===== src/rtl/register_file_scoreboard_if.sv =====
// register_file_scoreboard_if
//   Bundles the write, reserve and read signals of the register file.
//   Port summary:
//     wr_ena / wr_addr / wr_data   writeback write port
//     rsv_ena / rsv_addr           issue-stage reservation of a destination
//     rd_addr                      NR packed read addresses, port i at [i*AW +: AW]
//     rd_data                      NR packed read values, port i at [i*W +: W]
//     rd_busy                      NR busy flags, one per read port
//   Modports: master drives requests (decode/writeback side), slave is the
//   register file itself.
interface register_file_scoreboard_if #(
    parameter int W  = 32,
    parameter int AW = 5,
    parameter int NR = 2
);
    logic               wr_ena;
    logic [AW-1:0]      wr_addr;
    logic [W-1:0]       wr_data;
    logic               rsv_ena;
    logic [AW-1:0]      rsv_addr;
    logic [NR*AW-1:0]   rd_addr;
    logic [NR*W-1:0]    rd_data;
    logic [NR-1:0]      rd_busy;

    modport master (
        output wr_ena, wr_addr, wr_data,
        output rsv_ena, rsv_addr,
        output rd_addr,
        input  rd_data, rd_busy
    );

    modport slave (
        input  wr_ena, wr_addr, wr_data,
        input  rsv_ena, rsv_addr,
        input  rd_addr,
        output rd_data, rd_busy
    );
endinterface


===== src/rtl/register_file_scoreboard.sv =====
// register_file_scoreboard
//   Multi-read-port register file with a per-register busy scoreboard for the
//   pipelined RISC-V core. Issue reserves a destination (busy=1), writeback
//   stores the result and clears the reservation. Optional same-cycle
//   write-to-read forwarding and a hardwired-zero register 0.
//   Ports:
//     clk   rising-edge clock
//     rst   synchronous active-high clear of all registers and busy bits
//     bus   register_file_scoreboard_if.slave (write, reserve and read ports)
//   Parameters: W data width, AW address width (2**AW registers), NR read
//   ports, ZERO_REG hardwires register 0, BYPASS enables forwarding.
module register_file_scoreboard #(
    parameter int W        = 32,
    parameter int AW       = 5,
    parameter int NR       = 2,
    parameter int ZERO_REG = 1,
    parameter int BYPASS   = 1
) (
    input  logic                         clk,
    input  logic                         rst,
    register_file_scoreboard_if.slave    bus
);
    localparam int DEPTH = 2 ** AW;

    logic [W-1:0] reg_q  [DEPTH];
    logic         busy_q [DEPTH];

    // Each register is its own enabled flop group so the storage maps to
    // plain flops rather than a RAM macro.
    for (genvar r = 0; r < DEPTH; r++) begin : g_reg
        if ((ZERO_REG != 0) && (r == 0)) begin : g_zero
            assign reg_q[r]  = '0;
            assign busy_q[r] = 1'b0;
        end else begin : g_live
            logic [W-1:0] data_q;
            logic         busy_bit_q;
            logic         wr_hit;
            logic         rsv_hit;

            assign wr_hit  = bus.wr_ena  && (bus.wr_addr  == AW'(r));
            assign rsv_hit = bus.rsv_ena && (bus.rsv_addr == AW'(r));

            always_ff @(posedge clk) begin
                if (rst) begin
                    data_q <= '0;
                end else if (wr_hit) begin
                    data_q <= bus.wr_data;
                end
            end

            // A reserve in the same cycle as the write means a newer producer
            // has been issued, so the reservation must win.
            always_ff @(posedge clk) begin
                if (rst) begin
                    busy_bit_q <= 1'b0;
                end else if (rsv_hit) begin
                    busy_bit_q <= 1'b1;
                end else if (wr_hit) begin
                    busy_bit_q <= 1'b0;
                end
            end

            assign reg_q[r]  = data_q;
            assign busy_q[r] = busy_bit_q;
        end
    end

    // Combinational read muxes. A forwarded write also hides the busy flag,
    // since the consumer is receiving the value it was waiting for.
    for (genvar i = 0; i < NR; i++) begin : g_rd
        logic [AW-1:0] addr;
        logic          hit;

        assign addr = bus.rd_addr[i*AW +: AW];
        assign hit  = (BYPASS != 0) && bus.wr_ena && (bus.wr_addr == addr)
                      && !((ZERO_REG != 0) && (addr == '0));

        assign bus.rd_data[i*W +: W] = hit ? bus.wr_data : reg_q[addr];
        assign bus.rd_busy[i]        = hit ? 1'b0 : busy_q[addr];
    end
endmodule


===== src/flat_wrapper.sv =====
// flat-port wrapper written by rule: the top's interface ports become plain ports
module register_file_scoreboard_flat 
#(
    parameter int W        = 32,
    parameter int AW       = 5,
    parameter int NR       = 2,
    parameter int ZERO_REG = 1,
    parameter int BYPASS   = 1
)
  (clk, rst, bus_wr_ena, bus_wr_addr, bus_wr_data, bus_rsv_ena, bus_rsv_addr, bus_rd_addr, bus_rd_data, bus_rd_busy);
  register_file_scoreboard_if #(.W(W), .AW(AW), .NR(NR)) bus_i ();
  input  logic clk;
  input  logic rst;
  input wire logic [$bits(bus_i.wr_ena)-1:0] bus_wr_ena;
  input wire logic [$bits(bus_i.wr_addr)-1:0] bus_wr_addr;
  input wire logic [$bits(bus_i.wr_data)-1:0] bus_wr_data;
  input wire logic [$bits(bus_i.rsv_ena)-1:0] bus_rsv_ena;
  input wire logic [$bits(bus_i.rsv_addr)-1:0] bus_rsv_addr;
  input wire logic [$bits(bus_i.rd_addr)-1:0] bus_rd_addr;
  output wire logic [$bits(bus_i.rd_data)-1:0] bus_rd_data;
  output wire logic [$bits(bus_i.rd_busy)-1:0] bus_rd_busy;
  assign bus_i.wr_ena = bus_wr_ena;
  assign bus_i.wr_addr = bus_wr_addr;
  assign bus_i.wr_data = bus_wr_data;
  assign bus_i.rsv_ena = bus_rsv_ena;
  assign bus_i.rsv_addr = bus_rsv_addr;
  assign bus_i.rd_addr = bus_rd_addr;
  assign bus_rd_data = bus_i.rd_data;
  assign bus_rd_busy = bus_i.rd_busy;
  register_file_scoreboard #(.W(W), .AW(AW), .NR(NR), .ZERO_REG(ZERO_REG), .BYPASS(BYPASS)) u_core (.clk(clk), .rst(rst), .bus(bus_i));
endmodule

===== config.mk =====
export PLATFORM = sky130hd
export DESIGN_NAME = register_file_scoreboard_flat
export DESIGN_NICKNAME = d
export VERILOG_FILES = /design/src/rtl/register_file_scoreboard_if.sv /design/src/rtl/register_file_scoreboard.sv /design/src/flat_wrapper.sv
export SDC_FILE = /design/constraint.sdc
export NUM_CORES = 2
export LEC_CHECK = 0
export CORE_ASPECT_RATIO = 0.8
export CORE_UTILIZATION = 55
export DETAILED_ROUTE_END_ITERATION = 8
export PLACE_DENSITY = 0.82
export SYNTH_ARGS = -nofsm -noshare
export SYNTH_HDL_FRONTEND = slang
export SYNTH_SLANG_ARGS = --single-unit

===== constraint.sdc =====
create_clock -name clk -period 2.7 [get_ports clk]
set_input_delay 0.405 -clock clk [delete_from_list [all_inputs] [get_ports clk]]
set_output_delay 0.405 -clock clk [all_outputs]
set_load 0.02 [all_outputs]

# Yosys cells after proc, flatten, opt, wreduce, memory -nomap -nowiden
# Index checks and enable logic that the tools add are counted.
totals:
  register_bits: 1023
  inputBits: 56
  out_inout_bits: 66
  elab_cells: 309
classes:
  n_lt_le_gt_ge: 2
  n_eq_ne: 64
  n_mux: 78
  n_bitwise: 2
  n_reduce_logical: 101
ops:
  columns: ["op", "count"]
  rows:
  - ["binary-select mux 32 bit (select 5 bit)", 2]
  - ["2-to-1 mux 32 bit", 6]
  - ["equality test 5 bit, second input constant", 32]
  - ["equality test 5 x 4 -> 1 bit, second input constant", 16]
  - ["2-to-1 mux 1 bit", 68]
  - ["logical AND 1 bit", 66]
  - ["nonzero test 2 bit", 31]
  - ["equality test 5 x 3 -> 1 bit, second input constant", 8]
  - ["equality test 5 x 2 -> 1 bit, second input constant", 4]
  - ["greater-or-equal comparator 6 bit, second input constant", 2]
  - ["inverter 5 -> 6 bit", 2]
  - ["binary-select mux 1 bit (select 5 bit)", 2]
  - ["equality test 5 x 1 -> 1 bit, second input constant", 2]
  - ["equality test 5 bit", 2]
  - ["logical NOT 5 bit", 2]
  - ["logical NOT 1 bit", 2]

# Logic depth before layout (Yosys ltp)
logic_depth:
  word_depth: 5
  mapped_depth: 10
  mapped_depth_nobuf: 5

# Worst setup path after synthesis
# Ideal clock, no wire load.
synth_timing:
  path_type: "in2out"
  from: "input bus_rd_addr[1]"
  to: "output bus_rd_data[16]"
  t_arrival_ps: 2093
  t_required_ps: 2295
  slack_ps: 202
  cell_stages: 8
  path_buffers: 3
  cell_sequence: "buf_4 > nor2b_1 > buf_2 > clkbuf_1 > a221oi_1 > nor2_1 > o211a_1 > o21ai_0"
synth_between:
  elab_chain_cells: 5
  word_cells_on_any_way: 10
  cone_classes: "eq/ne (1); mux (4); bitwise (1); reduce/logical (4)"
synth_rtl:
  columns: ["element", "line_no", "source"]
  rows:
  - ["start: declaration", "flat_wrapper.sv:19", "input wire logic [$bits(bus_i.rd_addr)-1:0] bus_rd_addr;"]
  - ["inverter 5 -> 6 bit (not written as such)", "register_file_scoreboard.sv:78", "assign bus.rd_data[i*W +: W] = hit ? bus.wr_data : reg_q[addr];"]
  - ["binary-select mux 32 bit (select 5 bit)", "register_file_scoreboard.sv:78", null]
  - ["2-to-1 mux 32 bit (not written as such) (2 in series)", "register_file_scoreboard.sv:78", null]
  - ["2-to-1 mux 32 bit *", "register_file_scoreboard.sv:78", null]
  - ["end: declaration", "flat_wrapper.sv:20", "output wire logic [$bits(bus_i.rd_data)-1:0] bus_rd_data;"]
# Every way passes the cells marked *; elsewhere a longest branch is shown, timed or not. The select of a mux whose other input is x is not followed.

# Final worst setup path
layout_timing:
  from: "register u_core.g_reg[16].g_live.data_q[20]"
  to: "output bus_rd_data[52]"
layout_between:
  elab_chain_cells: 4
layout_rtl:
  columns: ["element", "line_no", "source"]
  rows:
  - ["start: declaration", "register_file_scoreboard.sv:35", "logic [W-1:0] data_q;"]
  - ["start signal: assignment", "register_file_scoreboard.sv:47", "data_q <= bus.wr_data;"]
  - ["binary-select mux 32 bit (select 5 bit)", "register_file_scoreboard.sv:78", null]
  - ["2-to-1 mux 32 bit (not written as such) (2 in series)", "register_file_scoreboard.sv:78", null]
  - ["2-to-1 mux 32 bit", "register_file_scoreboard.sv:78", null]
# Every way passes these cells. The select of a mux whose other input is x is not followed.

==> results.cfg <==
[clock_network]
clk_latency_ns = 0.68
cts.htree.levels = 3
cts_hold_buf = 0
cts_tree = done
clockRootBuffer = clkbuf_16
clockBufferDepth = 3
cts_made_buffers = 98
clk_transition_reported_paths_ns = 0.06
clock_sinks = 1023

[timing]
worst_pin_slew_ns = 0.813
rsz0062_at_grt = yes
timing.fmax_ghz = 0.319
drv_slew = 0
finalCritPeriodShare_pct = 116
fin_tns_setup_ns = -9.98
setup_viol = 65
fin_crit_ns = 3.13
fin_hold_ws_ns = 0.123
setup_ws_ns = -0.432
skew_ns = 0
relSlewSlack_pct = 45.6
hold_viol_final = 0

[placed_design]
routabilityCongestion = 1.07
dp_hpwl_um = 140000
port_buffers = 121

[synth]
ys.flop_type = dfxtp_1
avgSynthCellArea_um2 = 8.51
yosys.cell_types.count = 48
yosysMostFrequentCell = nand2_1
yosysTopAreaCellShare_pct = 38.9
ys_seq_elements = 1023
synthCells = 6184
synth_area_leaders = dfxtp_1, mux4_2, nand2_1, a21oi_1, clkbuf_1
synth_edf_count = 0
ys_seq_area_share_pct = 38.9
synthesis.nets = 6240
synth.yosys.warnings = 0
synth_common_cells = nand2_1, dfxtp_1, a21oi_1, clkbuf_1, mux4_2
async_reset_ff_share_pct = 0
synth.cell_area_um2 = 52600
yosysTopAreaCell = dfxtp_1

[critical_path]
cp_max_fo = 3
worstSetupEndpointType = output pin
crit_arrival_ns = 2.73
required_ns = 2.30
critPathLaunchType = register
critical_path_class = register to output pin

[global_routing]
overflow = 0
grt_pass1_wl_um = 335000
antenna_found_initial = 8
grt_pass1_vias = 53700
grt_use_total_pct = 46.1
grt_max_degree = 103

[floorplanning]
die_w_um = 348
io_pins = 122
core_um2 = 94900
die_y_um = 279
rows = 101
dieArea_um2 = 96900
start_util_pct = 55.5

[power_and_ir_drop]
power_density_nw_per_um2 = 528
total_leakage_power_nw = 23.1
power_mw = 35.1
max-vdd-ir-drop_mv = 0.580

[route]
vias = 56500
first_pass_iters = 9
drt_iter0_markers = 11300
wl_um = 237000
wl_per_cell_um = 30.2
routed_via_density = 7.20
drt_drc_violations_left = 43
ant_nets = 0

[finish]
nets = 6523
layout-drive-gt1-share_pct = 28.6
fin_util_pct = 70.1
fill_cells = 6296
areaGrowthSynthToFinish_pct = 26.5

[run]
maxCapViolCount = 0

[status]
violations = DRC, setup timing
status = finished with violations

[min_path]
hp-class = input port to register
==> repair_timing <==
item	CTS	global route
buffers inserted	84	41
cloned	14	6
pin swaps	115	123
resized for setup	708	265
setup endpoints to repair	66	66
==> path summary, 6_finish.rpt <==
| check | cells past startpoint | endpoint | slack (ns) | startpoint |
|---|---|---|---|---|
| setup / recovery | 6 | bus_rd_data[52] | -0.43 | u_core.g_reg[16].g_live.data_q[20] |
| hold / removal | 2 | u_core.g_reg[18].g_live.data_q[2] | 0.12 | rst |
| setup reg to reg | 3 | u_core.g_reg[17].g_live.data_q[0] | 1.84 | u_core.g_reg[17].g_live.data_q[0] |
| hold reg to reg | 2 | u_core.g_reg[14].g_live.data_q[7] | 0.47 | u_core.g_reg[14].g_live.data_q[7] |
==> per-layer routing <==
metal  global-route usage (%)  part of all wire, %  vias to the layer above
met5                    0.348                0.079                        -
met4                     35.9                   10                       14
met3                     20.9                   19                     2163
met2                     63.2                   39                     6162
met1                     55.9                   31                    26000
li1                         -                    -                    22200
==> final cells by class <==
class	count	area [um2]	area share (%)
antenna	8	20.0	0.0301
clock buffer	132	2790	4.19
clock inverter	51	647	0.972
inverter	4	15.0	0.0226
multi-input combinational	4495	31100	46.8
sequential	1023	20700	31.0
tap	1287	1610	2.42
timing repair buffer	845	9690	14.6
==> registers in the layout, summed over array words and instances (netlist names) <==
register and cells:
u_core.g.g_live.busy_bit_q 31, u_core.g.g_live.data_q 992
==> per-stage QoR <==
step	std cells	setup WS, ns	instance area [um2]
after floorplan	6184	0.202	52600
after global placement	7527	-1.06	59300
after detailed placement	7527	-1.12	59300
after CTS	7798	-0.329	65100
after global routing	7838	-0.363	66600
final	7845	-0.432	66600
==> kinds of logic after synthesis <==
family / Yosys count / synth area share, %
AND/OR/NAND/NOR: 2434 / 17.9
AO/OA/AOI/OAI: 1413 / 15.2
flip-flops: 1023 / 38.9
buffers and inverters: 666 / 5.71
multiplexers: 640 / 22.1
XOR/XNOR: 8 / 0.133
==> power by group <==
part / internal [mW] / leakage, nW / switching, mW / total (mW)
registers: 15.2 / 8.32 / 0.0943 / 15.3
logic: 1.90 / 13.1 / 2.83 / 4.73
clock network: 8.53 / 1.71 / 6.58 / 15.1
total: 25.6 / 23.1 / 9.50 / 35.1
==> critical path, cell delays in order, from the launching register on <==
cell	delay [ns]
dfxtp_1	0.34
mux4_2	0.47
mux2_4	0.28
o211ai_1	0.42
buf_4	0.26
a31oi_4	0.09
buf_6	0.15
==> cells in the final DEF (no fill, tap or decap), drive strengths merged, types with 47 or more instances in the layout <==
master / n
clkbuf: 140
mux2: 65
a21oi: 992
a221oi: 74
dfxtp: 1023
nand2: 2090
o22ai: 99
a22oi: 47
mux4: 413
mux2i: 162
nor2: 211
o21ai: 50
buf: 792
a31oi: 50
Note: power is estimated with default switching activity, not from simulation.
